--- src/rtl/overload_frame_tx_if.sv ---
// Bus bundle between the interframe-space receiver and the overload frame transmitter.
// Latency: none; this is wiring only.
// Backpressure: none; samplePoint paces every transfer.
// Ports: samplePoint/canRX/isOverload/frameStart flow from the receiver side (master) to
// the transmitter (slave). canTX/overloadActive/endOverload/bitError/overloadCount flow back.
interface overload_frame_tx_if;
  logic       samplePoint;
  logic       canRX;
  logic       isOverload;
  logic       frameStart;
  logic       canTX;
  logic       overloadActive;
  logic       endOverload;
  logic       bitError;
  logic [1:0] overloadCount;

  modport master (
    output samplePoint, canRX, isOverload, frameStart,
    input  canTX, overloadActive, endOverload, bitError, overloadCount
  );

  modport slave (
    input  samplePoint, canRX, isOverload, frameStart,
    output canTX, overloadActive, endOverload, bitError, overloadCount
  );
endinterface

--- src/rtl/overload_frame_tx.sv ---
// CAN overload frame transmitter: dominant flag, wait for recessive, then the delimiter.
// Latency: canTX changes on the same samplePoint edge that sees the request or bus bit.
// Backpressure: none; requests arriving outside IDLE or beyond the consecutive limit are dropped.
// Ports: clock/reset (sync, active-high); bus (slave modport) carries the bit strobe, sampled
// bus level, request and frame-start inputs, and the registered canTX drive plus status pulses.
module overload_frame_tx #(
  parameter int FLAG_LEN      = 6,
  parameter int DELIM_LEN     = 8,
  parameter int MAX_OVERLOADS = 2,
  parameter int MAX_DOM_WAIT  = 8
) (
  input logic                 clock,
  input logic                 reset,
  overload_frame_tx_if.slave  bus
);

  localparam int FLAG_W  = $clog2(FLAG_LEN + 1);
  localparam int DELIM_W = $clog2(DELIM_LEN + 1);
  localparam int DOM_W   = $clog2(MAX_DOM_WAIT + 1);

  typedef enum logic [1:0] {
    IDLE       = 2'd0,
    FLAG       = 2'd1,
    DELIM_WAIT = 2'd2,
    DELIM      = 2'd3
  } state_t;

  state_t               state_q, state_d;
  logic [FLAG_W-1:0]    flag_cnt_q, flag_cnt_d;
  logic [DELIM_W-1:0]   delim_cnt_q, delim_cnt_d;
  logic [DOM_W-1:0]     dom_cnt_q, dom_cnt_d;
  logic [1:0]           ovl_cnt_q, ovl_cnt_d;
  logic                 can_tx_q, can_tx_d;
  logic                 end_ovl_q, end_ovl_d;
  logic                 bit_err_q, bit_err_d;

  always_comb begin
    state_d     = state_q;
    flag_cnt_d  = flag_cnt_q;
    delim_cnt_d = delim_cnt_q;
    dom_cnt_d   = dom_cnt_q;
    ovl_cnt_d   = ovl_cnt_q;
    can_tx_d    = can_tx_q;
    end_ovl_d   = 1'b0;
    bit_err_d   = 1'b0;

    if (bus.samplePoint) begin
      unique case (state_q)
        IDLE: begin
          if (bus.isOverload && (ovl_cnt_q < 2'(MAX_OVERLOADS))) begin
            state_d    = FLAG;
            can_tx_d   = 1'b0;
            flag_cnt_d = FLAG_W'(1);
          end
        end

        FLAG: begin
          // Reading recessive while we drive dominant means someone else owns the bus.
          if (bus.canRX) begin
            bit_err_d  = 1'b1;
            state_d    = IDLE;
            can_tx_d   = 1'b1;
            flag_cnt_d = '0;
          end else if (flag_cnt_q == FLAG_W'(FLAG_LEN)) begin
            state_d    = DELIM_WAIT;
            can_tx_d   = 1'b1;
            flag_cnt_d = '0;
            dom_cnt_d  = '0;
          end else begin
            flag_cnt_d = flag_cnt_q + FLAG_W'(1);
          end
        end

        DELIM_WAIT: begin
          // Other nodes may still be sending superposed flags; tolerate a bounded run.
          if (bus.canRX) begin
            state_d     = DELIM;
            delim_cnt_d = DELIM_W'(1);
            dom_cnt_d   = '0;
          end else if (dom_cnt_q == DOM_W'(MAX_DOM_WAIT - 1)) begin
            bit_err_d = 1'b1;
            state_d   = IDLE;
            dom_cnt_d = '0;
          end else begin
            dom_cnt_d = dom_cnt_q + DOM_W'(1);
          end
        end

        DELIM: begin
          if (!bus.canRX) begin
            bit_err_d   = 1'b1;
            state_d     = IDLE;
            delim_cnt_d = '0;
          end else if (delim_cnt_q == DELIM_W'(DELIM_LEN - 1)) begin
            end_ovl_d   = 1'b1;
            state_d     = IDLE;
            delim_cnt_d = '0;
            if (ovl_cnt_q < 2'(MAX_OVERLOADS)) begin
              ovl_cnt_d = ovl_cnt_q + 2'd1;
            end
          end else begin
            delim_cnt_d = delim_cnt_q + DELIM_W'(1);
          end
        end

        default: begin
          state_d  = IDLE;
          can_tx_d = 1'b1;
        end
      endcase
    end

    // A new frame start resets the consecutive count, overriding a same-edge increment.
    if (bus.frameStart) begin
      ovl_cnt_d = '0;
    end
  end

  always_ff @(posedge clock) begin
    if (reset) begin
      state_q     <= IDLE;
      flag_cnt_q  <= '0;
      delim_cnt_q <= '0;
      dom_cnt_q   <= '0;
      ovl_cnt_q   <= '0;
      can_tx_q    <= 1'b1;
      end_ovl_q   <= 1'b0;
      bit_err_q   <= 1'b0;
    end else begin
      state_q     <= state_d;
      flag_cnt_q  <= flag_cnt_d;
      delim_cnt_q <= delim_cnt_d;
      dom_cnt_q   <= dom_cnt_d;
      ovl_cnt_q   <= ovl_cnt_d;
      can_tx_q    <= can_tx_d;
      end_ovl_q   <= end_ovl_d;
      bit_err_q   <= bit_err_d;
    end
  end

  assign bus.canTX          = can_tx_q;
  assign bus.overloadActive = (state_q != IDLE);
  assign bus.endOverload    = end_ovl_q;
  assign bus.bitError       = bit_err_q;
  assign bus.overloadCount  = ovl_cnt_q;

endmodule

--- src/flat_wrapper.sv ---
// flat-port wrapper written by rule: the top's interface ports become plain ports
module overload_frame_tx_flat 
#(
  parameter int FLAG_LEN      = 6,
  parameter int DELIM_LEN     = 8,
  parameter int MAX_OVERLOADS = 2,
  parameter int MAX_DOM_WAIT  = 8
)
  (clock, reset, bus_samplePoint, bus_canRX, bus_isOverload, bus_frameStart, bus_canTX, bus_overloadActive, bus_endOverload, bus_bitError, bus_overloadCount);
  overload_frame_tx_if bus_i ();
  input logic clock;
  input logic reset;
  input wire logic [$bits(bus_i.samplePoint)-1:0] bus_samplePoint;
  input wire logic [$bits(bus_i.canRX)-1:0] bus_canRX;
  input wire logic [$bits(bus_i.isOverload)-1:0] bus_isOverload;
  input wire logic [$bits(bus_i.frameStart)-1:0] bus_frameStart;
  output wire logic [$bits(bus_i.canTX)-1:0] bus_canTX;
  output wire logic [$bits(bus_i.overloadActive)-1:0] bus_overloadActive;
  output wire logic [$bits(bus_i.endOverload)-1:0] bus_endOverload;
  output wire logic [$bits(bus_i.bitError)-1:0] bus_bitError;
  output wire logic [$bits(bus_i.overloadCount)-1:0] bus_overloadCount;
  assign bus_i.samplePoint = bus_samplePoint;
  assign bus_i.canRX = bus_canRX;
  assign bus_i.isOverload = bus_isOverload;
  assign bus_i.frameStart = bus_frameStart;
  assign bus_canTX = bus_i.canTX;
  assign bus_overloadActive = bus_i.overloadActive;
  assign bus_endOverload = bus_i.endOverload;
  assign bus_bitError = bus_i.bitError;
  assign bus_overloadCount = bus_i.overloadCount;
  overload_frame_tx #(.FLAG_LEN(FLAG_LEN), .DELIM_LEN(DELIM_LEN), .MAX_OVERLOADS(MAX_OVERLOADS), .MAX_DOM_WAIT(MAX_DOM_WAIT)) u_core (.clock(clock), .reset(reset), .bus(bus_i));
endmodule
--- config.mk ---
export PLATFORM = sky130hd
export DESIGN_NAME = overload_frame_tx_flat
export DESIGN_NICKNAME = d
export VERILOG_FILES = /design/src/rtl/overload_frame_tx_if.sv /design/src/rtl/overload_frame_tx.sv /design/src/flat_wrapper.sv
export SDC_FILE = /design/constraint.sdc
export NUM_CORES = 1
export LEC_CHECK = 0
export CAP_MARGIN = 20
export CORE_MARGIN = 1.5
export CORE_UTILIZATION = 52
export CTS_BUF_LIST = sky130_fd_sc_hd__clkbuf_8
export DETAILED_ROUTE_END_ITERATION = 8
export DONT_BUFFER_PORTS = 1
export PLACE_DENSITY = 0.75
export SLEW_MARGIN = 15
export SYNTH_ARGS = -nofsm -noshare
export SYNTH_HDL_FRONTEND = slang
export SYNTH_SLANG_ARGS = --single-unit
--- constraint.sdc ---
create_clock -name clock -period 1.9 [get_ports clock]
set_input_delay 0.38 -clock clock [delete_from_list [all_inputs] [get_ports clock]]
set_output_delay 0.38 -clock clock [all_outputs]
set_load 0.005 [all_outputs]
==> results by group <==
Critical path
  – Worst EP required: 2.05 ns
  – Crit. Startpoint: u_core.state_q[1]$_SDFFE_PP0P_
  – Worst flop-to-flop path endpoint: u_core.state_q[0]$_SDFFE_PP0P_
  – Worst Setup Start Kind: flop
  – Beginning of the worst register-to-register path: u_core.state_q[1]$_SDFFE_PP0P_
  – Crit path to: u_core.state_q[0]$_SDFFE_PP0P_
  – R2r worst-path depth: 4
  – Worst-path fanout max: 15
  – FF-to-FF setup slack: 0.18 ns
  – Crit path kind: reg2reg
  – Critical Path AT: approximately 1.9 ns
  – Critical Path End Type: flop

Die
  – Initial Util: between 50% and 60%
  – Die width: 46.8 um
  – DIE AREA: 2190 um2
  – # rows: 15
  – Die height: 46.8 um
  – IO Pins: 12
  – Area of the core: 1760 um2

Layout
  – Diodes inserted: 0
  – Post-Layout Cell Count: 141
  – Commonest non-fill, non-tap cell in the layout: dfxtp_1
  – Multi-input combinational cell area: roughly 590 um2
  – Share of cells above drive strength 1: 9.48%
  – Nets: 126
  – Area growth syn-to-layout: 4.77%
  – Reg area: between 300 and 400 um2
  – Number of filler cells placed in the layout: 175
  – Commonest cells after routing, fill and taps aside: 18 x dfxtp_1, 9 x nor2b_1, 9 x a21oi_1

Power
  – Leakage: 0.368 nW
  – PwrDens: between 600 and 700 nW/um2
  – VDD IR-drop max: 0.000531 V

Synthesis
  – Synth async-reset ratio: 0%
  – Yosys reg bits: 18
  – Post-Syn Instances: 118
  – Most used DFF post-synth: dfxtp_1
  – Post-synth EDFFs: 0
  – Distinct cell type count after synthesis: 40
  – Post-synthesis instance area: 996 um2
  – Warning count from the yosys run: 0
  – Sequential cell area fraction in the yosys report: a little over a third
  – Net Count, Synth: about 130
  – Syn avg cell area: 8.44 um2

Placement
  – DP HPWL: between 1000 and 1500 um
  – Buffers on Ports: 0
  – RePlAce Congestion: 0.802
  – Placed insts: around 140

STA
  – Hold slack: 0.184 ns
  – Post-route clock period utilization: 90.6%
  – Final Setup Violations: 0
  – RSZ-0062 raised after global routing: false
  – Worst slew pin tran: 0.458 ns
  – Slew Viols, Final: 0
  – Max-Slew Margin vs Limit: 69.4%
  – Final hold violations: 0
  – Final TNS setup: 0 ns
  – Setup Skew: 0.00423 ns
  – Fmax: 0.581 GHz
  – Fin crit period: 1.72 ns

Clock network
  – CTS Buf Count: 3
  – CTS Root Cell: clkbuf_8
  – Clock Tree Buf Depth: 2
  – Hold buffer count at cts: 0
  – Setup bufs post-CTS: 0
  – Clock slew at reported path FFs: 0.07 ns
  – H-tree depth: 1
  – CTS sink count: 18
  – Post-cts sizing count: 0
  – CTS tree: done
  – Worst skew pair latency: 0.25 ns

Global route
  – First-pass GRT wire length: 3050 um
  – GRT Residual Overflow: 0
  – GRT Util Overall: 20.1%
  – Antenna violations before repair: 0
  – Number of global-route vias before repair: 712
  – Largest net degree at the start of global routing: 18

Status
  – Outcome: finished, final reports clean

Detailed routing
  – Drt wl/cell: roughly 14 um
  – Final ANT Viol Nets: 0
  – 1st-pass router iterations: 4
  – Initial drt markers: 14
  – Via Count: 825
  – DR vias/cell: 5.85
  – Routed WL: 1920 um
  – Drt drc: 0

Min path
  – Hold Path Class: in2reg

Job
  – Max-cap violations: 0
through the flow:
stage	setup WS [ns]	utilization (%)	area [um2]	power, mW
3_3_place_gp	0.238	56.8	1000	0.455
6_report	0.178	59.1	1040	0.711
5_1_grt	0.115	59.1	1040	0.740
3_5_place_dp	0.207	56.8	1000	0.456
2_1_floorplan	0.320	-	996	0.458
4_1_cts	0.195	59.1	1040	0.719
power by group:
part	internal, mW	leakage, nW	switching (mW)
Clock	0.141	0.0216	0.123
Sequential	0.385	0.146	0.0140
Combinational	0.0271	0.201	0.0219
flip-flops by register name, indices dropped and copies added, names as in the netlist:
signal and count:
u_core.delim_cnt_q 4, u_core.bus.overloadCount 2, u_core.dom_cnt_q 4, u_core.bus.bitError 1, u_core.flag_cnt_q 3, u_core.bus.endOverload 1, u_core.state_q 2, u_core.bus.canTX 1
critical path: stages (launching register included):
cell     delay [ns]
dfxtp_1        0.61
or3b_4         0.48
a21oi_4        0.16
nor3_2         0.07
mux2_4         0.29
cells in the mapped netlist, types with 2 or more instances:
cell type,number,area share (%)
nand4b_1,2,1.8
nor2b_1,9,5.7
a211oi_1,2,1.5
a31oi_1,6,3.8
nand2_1,6,2.3
nor2_1,6,2.3
nand4_1,2,1.3
nand3_1,8,4.0
clkbuf_1,2,0.75
buf_2,2,1.0
o21ai_0,7,3.5
ha_1,2,2.5
nand3b_1,3,2.3
and3_1,3,1.9
a21oi_1,9,4.5
dfxtp_1,18,36
nor3_1,5,2.5
xor2_1,2,1.8
inv_1,3,1.1
kinds of logic after synthesis:
group	count (synthesis)	synth area share, %
flip-flops	18	36.2
AO/OA/AOI/OAI	31	20.2
buffers and inverters	9	4.40
multiplexers	1	1.51
adder cells (fa/ha/maj)	2	2.51
AND/OR/NAND/NOR	55	33.4
XOR/XNOR	2	1.76
cell type report:
cell class              count  area share [%]
repair buffers              1           0.719
multi-input cells          91            56.7
clock buffers               3            3.96
inverters                   3            1.08
well taps                  25            3.00
flip-flops and latches     18            34.5
routing by layer:
metal  global-route usage (%)  share of wire [%]
met3                     8.08                4.9
met2                     29.6                 44
met1                     25.5                 49
met4                     10.0                2.1
met5                        0                  0
worst min path at each step:
stage / startpoint / end / depth (start not counted)
CTS: reset / u_core.dom_cnt_q[2]$_SDFFE_PP0P_ / 1
floorplan: u_core.delim_cnt_q[1]$_SDFFE_PP0P_ / u_core.delim_cnt_q[1]$_SDFFE_PP0P_ / 2
detailed placement: reset / u_core.delim_cnt_q[2]$_SDFFE_PP0P_ / 1
finish: reset / u_core.flag_cnt_q[2]$_SDFFE_PP0P_ / 1
global route: reset / u_core.dom_cnt_q[1]$_SDFFE_PP0P_ / 1
global placement: reset / u_core.flag_cnt_q[2]$_SDFFE_PP0P_ / 1
No activity file was read; power rests on OpenSTA's default activity.
